## src/rtl/pri_arbiter8.sv

```systemverilog
// pri_arbiter8 - eight-way arbiter for one shared downstream resource.
//
// Selects a winner by fixed priority (highest index) or round-robin
// (searching downward from a rotating pointer), then holds the grant until
// the owner releases it, drops its request, the arbiter is disabled, or the
// grant reaches MAX_HOLD cycles (MAX_HOLD = 0 disables the timeout).
//
// Ports:
//   clk        clock, all state changes on the rising edge
//   rst        asynchronous active-high reset
//   en         enable; low blocks new grants and force-releases a grant
//   mode       0 = fixed priority, 1 = round-robin (sampled at grant time)
//   req[7:0]   request vector, one bit per requester
//   done       owner releases the resource (ignored while idle)
//   gnt[7:0]   registered one-hot grant, zero when idle
//   gnt_id     registered binary owner index, zero when idle
//   gnt_valid  registered, equals |gnt
//   timeout    registered one-cycle pulse after a hold-limit revocation
module pri_arbiter8 #(
    parameter int unsigned MAX_HOLD = 16
) (
    input  logic       clk,
    input  logic       rst,
    input  logic       en,
    input  logic       mode,
    input  logic [7:0] req,
    input  logic       done,
    output logic [7:0] gnt,
    output logic [2:0] gnt_id,
    output logic       gnt_valid,
    output logic       timeout
);

    localparam logic [0:0] IDLE = 1'b0;
    localparam logic [0:0] BUSY = 1'b1;

    localparam logic [7:0] HOLD_LIM = 8'(MAX_HOLD);
    localparam logic       HOLD_EN  = (MAX_HOLD != 32'd0);

    logic [0:0] state_r, state_s;
    logic [7:0] gnt_r, gnt_s;
    logic [2:0] gnt_id_r, gnt_id_s;
    logic       gnt_valid_r, gnt_valid_s;
    logic       timeout_r, timeout_s;
    logic [7:0] cnt_r, cnt_s;
    logic [2:0] ptr_r, ptr_s;
    logic [2:0] win_s;

    // Search order: fixed mode scans 7 down to 0; round-robin scans from
    // ptr downward with 3-bit wrap. The first set request wins.
    function automatic logic [2:0] pick_winner(input logic [7:0] r,
                                               input logic       rr,
                                               input logic [2:0] p);
        logic [2:0] w;
        logic [2:0] idx;
        logic       found;
        w     = 3'd0;
        found = 1'b0;
        for (int i = 0; i < 8; i++) begin
            if (rr) begin
                idx = p - 3'(i);
            end else begin
                idx = 3'(7 - i);
            end
            if (!found && r[idx]) begin
                w     = idx;
                found = 1'b1;
            end else begin
                w     = w;
            end
        end
        return w;
    endfunction

    // Next-state and next-output computation for the IDLE/BUSY controller.
    always_comb begin
        state_s     = state_r;
        gnt_s       = gnt_r;
        gnt_id_s    = gnt_id_r;
        gnt_valid_s = gnt_valid_r;
        cnt_s       = cnt_r;
        ptr_s       = ptr_r;
        timeout_s   = 1'b0;
        win_s       = pick_winner(req, mode, ptr_r);

        case (state_r)
            IDLE: begin
                if (en && (req != 8'd0)) begin
                    state_s     = BUSY;
                    gnt_s       = 8'd1 << win_s;
                    gnt_id_s    = win_s;
                    gnt_valid_s = 1'b1;
                    cnt_s       = 8'd1;
                    // Pointer tracks the last winner in both modes.
                    ptr_s       = win_s - 3'd1;
                end else begin
                    gnt_s       = 8'd0;
                    gnt_id_s    = 3'd0;
                    gnt_valid_s = 1'b0;
                end
            end
            BUSY: begin
                // Release priority: disable, then owner release, then hold limit.
                if (!en || done || !req[gnt_id_r] ||
                    (HOLD_EN && (cnt_r == HOLD_LIM))) begin
                    state_s     = IDLE;
                    gnt_s       = 8'd0;
                    gnt_id_s    = 3'd0;
                    gnt_valid_s = 1'b0;
                    cnt_s       = 8'd0;
                    timeout_s   = en && !done && req[gnt_id_r];
                end else if (cnt_r != 8'hFF) begin
                    cnt_s = cnt_r + 8'd1;
                end else begin
                    cnt_s = cnt_r;
                end
            end
            default: begin
                state_s     = IDLE;
                gnt_s       = 8'd0;
                gnt_id_s    = 3'd0;
                gnt_valid_s = 1'b0;
                cnt_s       = 8'd0;
            end
        endcase
    end

    // State and output registers with asynchronous reset.
    always_ff @(posedge clk or posedge rst) begin
        if (rst) begin
            state_r     <= IDLE;
            gnt_r       <= 8'd0;
            gnt_id_r    <= 3'd0;
            gnt_valid_r <= 1'b0;
            timeout_r   <= 1'b0;
            cnt_r       <= 8'd0;
            ptr_r       <= 3'd7;
        end else begin
            state_r     <= state_s;
            gnt_r       <= gnt_s;
            gnt_id_r    <= gnt_id_s;
            gnt_valid_r <= gnt_valid_s;
            timeout_r   <= timeout_s;
            cnt_r       <= cnt_s;
            ptr_r       <= ptr_s;
        end
    end

    assign gnt       = gnt_r;
    assign gnt_id    = gnt_id_r;
    assign gnt_valid = gnt_valid_r;
    assign timeout   = timeout_r;

endmodule

```

## config.mk

```make
export PLATFORM = sky130hd
export DESIGN_NAME = pri_arbiter8
export DESIGN_NICKNAME = d
export VERILOG_FILES = /design/src/rtl/pri_arbiter8.sv
export SDC_FILE = /design/constraint.sdc
export NUM_CORES = 1
export LEC_CHECK = 0
export CORE_ASPECT_RATIO = 0.8
export CORE_MARGIN = 2
export CORE_UTILIZATION = 30
export DETAILED_ROUTE_END_ITERATION = 12
export DONT_BUFFER_PORTS = 1
export PLACE_DENSITY = 0.55
export SYNTH_ARGS = -nofsm -noshare
export SYNTH_HDL_FRONTEND = slang
export SYNTH_SLANG_ARGS = --single-unit
```

## constraint.sdc

```tcl
create_clock -name clk -period 7.85 [get_ports clk]
set_clock_uncertainty 0.1 [all_clocks]
set_input_delay 0.3925 -clock clk [delete_from_list [all_inputs] [get_ports clk]]
set_output_delay 0.3925 -clock clk [all_outputs]
set_load 0.02 [all_outputs]
```

==> flow_summary_export.csv <==
group,metric,value,unit
global_routing,grt.total_usage,0.1510,
sta,fin_tns_setup,0,ns
logic_synthesis,synth-async-reset-ratio,1.000,
worst_setup_path,criticalPathCategory,"register to register",
logic_synthesis,synthTopCellsByArea,"dfrtp_1 (25%), nand2_1 (6.1%), mux4_2 (5.1%)",
pwr,vdd_drop_max,0.1479,mV
clock_tree,htree_num_levels,1,
global_routing,antenna_found_initial,0,
worst_setup_path,r2r_cells,11,
global_routing,grt_max_degree,29,
die,rows,28,
finish,final_area,0.002283,sq mm
outcome,status,"finished clean",
worst_setup_path,regToRegStartpoint,"ptr_r[0]",
worst_setup_path,cp_max_fo,19,
sta,rsz0062_at_grt,"false",
sta,setup_viol,0,
finish,syn_to_final_growth,2.643,%
sta,period_needed,4.103,ns
die,die_h,81.02,um
placement,place_hpwl,4.356,mm
finish,fin_cells,332,
detailed_routing,dr.pass1.iters,4,
logic_synthesis,synth_top_area_share,0.2475,
logic_synthesis,synth_seq_cells,25,
finish,antenna_cells,0,
worst_hold_path,hold_start,"done",
global_routing,grt_pass1_wl,9.839,mm
worst_hold_path,holdPathStages,1,
worst_setup_path,startpoint_type,"register",
logic_synthesis,syn_area_per_cell,8.899,sq um
worst_setup_path,end_kind,"register",
sta,fin_hold_ws,0.07370,ns
finish,fin_nets,260,
detailed_routing,via_count,1917,
sta,fin_crit_sh,0.5227,
worst_setup_path,r2r_slack,3.75,ns
detailed_routing,routedWlPerCell,17.65,um
die,core,0.007287,sq mm
sta,tightest_slew,0.9826,ns
placement,port_buffers,0,
clock_tree,clock_latency,0.27,ns
placement,place_area,0.002235,sq mm
sta,maxSlewViolCount,0,
detailed_routing,wirelength,5.860,mm
clock_tree,cts-resized-gates,0,
clock_tree,post_cts_buffers,0,
logic_synthesis,ys_types,67,
pwr,leakagePower,0.9295,nW
global_routing,grt-ovfl-total,0,
clock_tree,clk_pin_slew,0.10,ns
clock_tree,hold_buffers,0,
clock_tree,cts.sinks,25,
logic_synthesis,synth_nets,267,
detailed_routing,drc,0,
placement,place_congestion,0.8896,
clock_tree,cts_made_buffers,3,
logic_synthesis,synth-edff-count,0,
detailed_routing,postRouteAntennaNets,0,
pwr,total_power,0.8435,mW
pwr,pwr_density_cell,369.4,mW/mm^2
logic_synthesis,ys.flop_type,"dfrtp_1",
detailed_routing,drt_iter0_drc,222,
die,pin_count,26,
clock_tree,cts_tree,"built",
logic_synthesis,synth_seq_area_share,0.2829,
logic_synthesis,synth_top_area_cell,"dfrtp_1",
placement,dpl.cell_count,328,
die,initial_core_util,0.3053,
clock_tree,cts_buffer_depth,2,
finish,regArea,629.4,sq um
logic_synthesis,syn_area,0.002225,sq mm
worst_setup_path,reg2reg_to,"gnt[7]",
finish,layout-drive-gt1-share,0.1281,
detailed_routing,vias_per_cell,5.774,
worst_setup_path,arrival,4.19,ns
job,max_cap_violations,0,
logic_synthesis,synth_warnings,0,
worst_setup_path,crit_required,7.93,ns
logic_synthesis,syn_inst,250,
worst_hold_path,min_to,"timeout",
sta,max_slew_margin,0.3442,
sta,timing.fmax,0.2437,GHz
clock_tree,clockRootBuffer,"clkbuf_8",
global_routing,grt_pass1_vias,1864,
finish,multi_input_area,0.001459,sq mm
finish,fill_cells,784,
die,fp.dieArea,0.008124,sq mm
sta,hold_viol,0,
worst_hold_path,hold_class,"input port to register",
die,die_x,100.3,um
==> state kept, by name, summed over array words and instances (netlist names) <==
name,flops
ptr_r,3
gnt,8
state_r,1
gnt_id,3
timeout,1
gnt_valid,1
cnt_r,8
==> cells in the mapped netlist, types with 2 or more instances <==
| cell | count |
|---|---|
| xor2_1 | 5 |
| a22o_1 | 2 |
| a2bb2oi_1 | 3 |
| ha_1 | 4 |
| or4_1 | 2 |
| o22ai_1 | 3 |
| nor2_1 | 22 |
| a211oi_1 | 4 |
| and2_1 | 3 |
| nand2b_1 | 3 |
| nor4b_1 | 3 |
| o21ai_0 | 14 |
| a21o_1 | 2 |
| nor3b_1 | 2 |
| buf_4 | 2 |
| a21oi_1 | 15 |
| o2bb2ai_1 | 3 |
| dfrtp_1 | 22 |
| and3_1 | 2 |
| mux2_4 | 2 |
| inv_1 | 9 |
| and3b_1 | 4 |
| a22oi_1 | 2 |
| xnor2_1 | 2 |
| or3_1 | 3 |
| mux4_2 | 5 |
| nand2_1 | 36 |
| o21a_1 | 2 |
| nand4_1 | 4 |
| o211ai_1 | 2 |
| mux2i_1 | 8 |
| or2_2 | 3 |
| nand3_1 | 6 |
| nor2b_1 | 4 |
| buf_6 | 5 |
| nand3b_1 | 2 |
| clkbuf_1 | 3 |
| dfstp_2 | 3 |
==> cell families (layout without fill, tap and decap cells) <==
kind of cell,count (synthesis),after routing,synth area share
AOI/OAI and AO/OA,69,69,0.2345
xor gates and xnor gates,8,8,0.03487
adders and majority gates,4,4,0.02250
buffers and inverters,21,13,0.06130
DFF,25,25,0.2829
muxes,17,17,0.1102
and+or+nand+nor,106,106,0.2537
==> worst max-delay path, cell delays in order, from the launching register on <==
cell and delay [ns]:
dfstp_2 0.72, inv_1 0.15, ha_1 0.49, nand2_1 0.31
nor2_1 0.12, o32ai_2 0.46, inv_1 0.08, a2111oi_0 0.52
a2bb2oi_1 0.41, and2_1 0.31, nand2_1 0.14, o21ai_0 0.20
==> area by class of cell <==
| class | count | share of cell area |
|---|---|---|
| multi-input combinational | 204 | 0.6389 |
| inverter | 9 | 0.01479 |
| tap | 90 | 0.04932 |
| sequential | 25 | 0.2756 |
| clock inverter | 1 | 0.003288 |
| clock buffer | 3 | 0.01808 |
==> worst max path at each step <==
stage,start,endpoint,slack (ns),depth (start not counted)
final,ptr_r[0],gnt[7],3.75,11
after global routing,ptr_r[0],gnt[7],3.36,11
after CTS,ptr_r[0],gnt[7],3.78,11
after detailed placement,ptr_r[0],gnt[5],3.81,11
after global placement,ptr_r[0],gnt[7],3.90,11
after floorplan,ptr_r[0],ptr_r[2],4.38,12
==> power breakdown <==
group	switching (mW)	internal (mW)
clock	0.0434	0.0360
combinational	0.302	0.223
sequential	0.0748	0.165
==> per-stage QoR <==
stage	worst slack, ns	utilization
after global placement	3.895	0.3067
after global routing	3.359	0.3134
after floorplan	4.379	-
final	3.747	0.3134
after CTS	3.784	0.3134
after detailed placement	3.814	0.3067
==> routing by layer <==
metal / GRT usage / up-vias / wire [um]
met1: 0.2192 / 937 / 2774
li1: - / 908 / -
met4: 0.03699 / 0 / 42
met3: 0.03787 / 6 / 486
met2: 0.2242 / 66 / 2557
met5: 0 / - / 0
==> cells in the final DEF, fill, tap and decap left out, drive strengths merged, types with 4 or more instances in the layout <==
master / synthesis / routed
xor2: 6 / 6
ha: 4 / 4
and3b: 4 / 4
mux2i: 8 / 8
o2bb2ai: 4 / 4
a21oi: 15 / 15
o21ai: 15 / 15
inv: 9 / 9
a211oi: 4 / 4
nand3: 6 / 6
nand4: 5 / 5
dfrtp: 22 / 22
nand2b: 4 / 4
mux4: 5 / 5
mux2: 4 / 4
nor2: 22 / 22
nor2b: 4 / 4
nand2: 36 / 36
No activity file was read; power rests on OpenSTA's default activity.
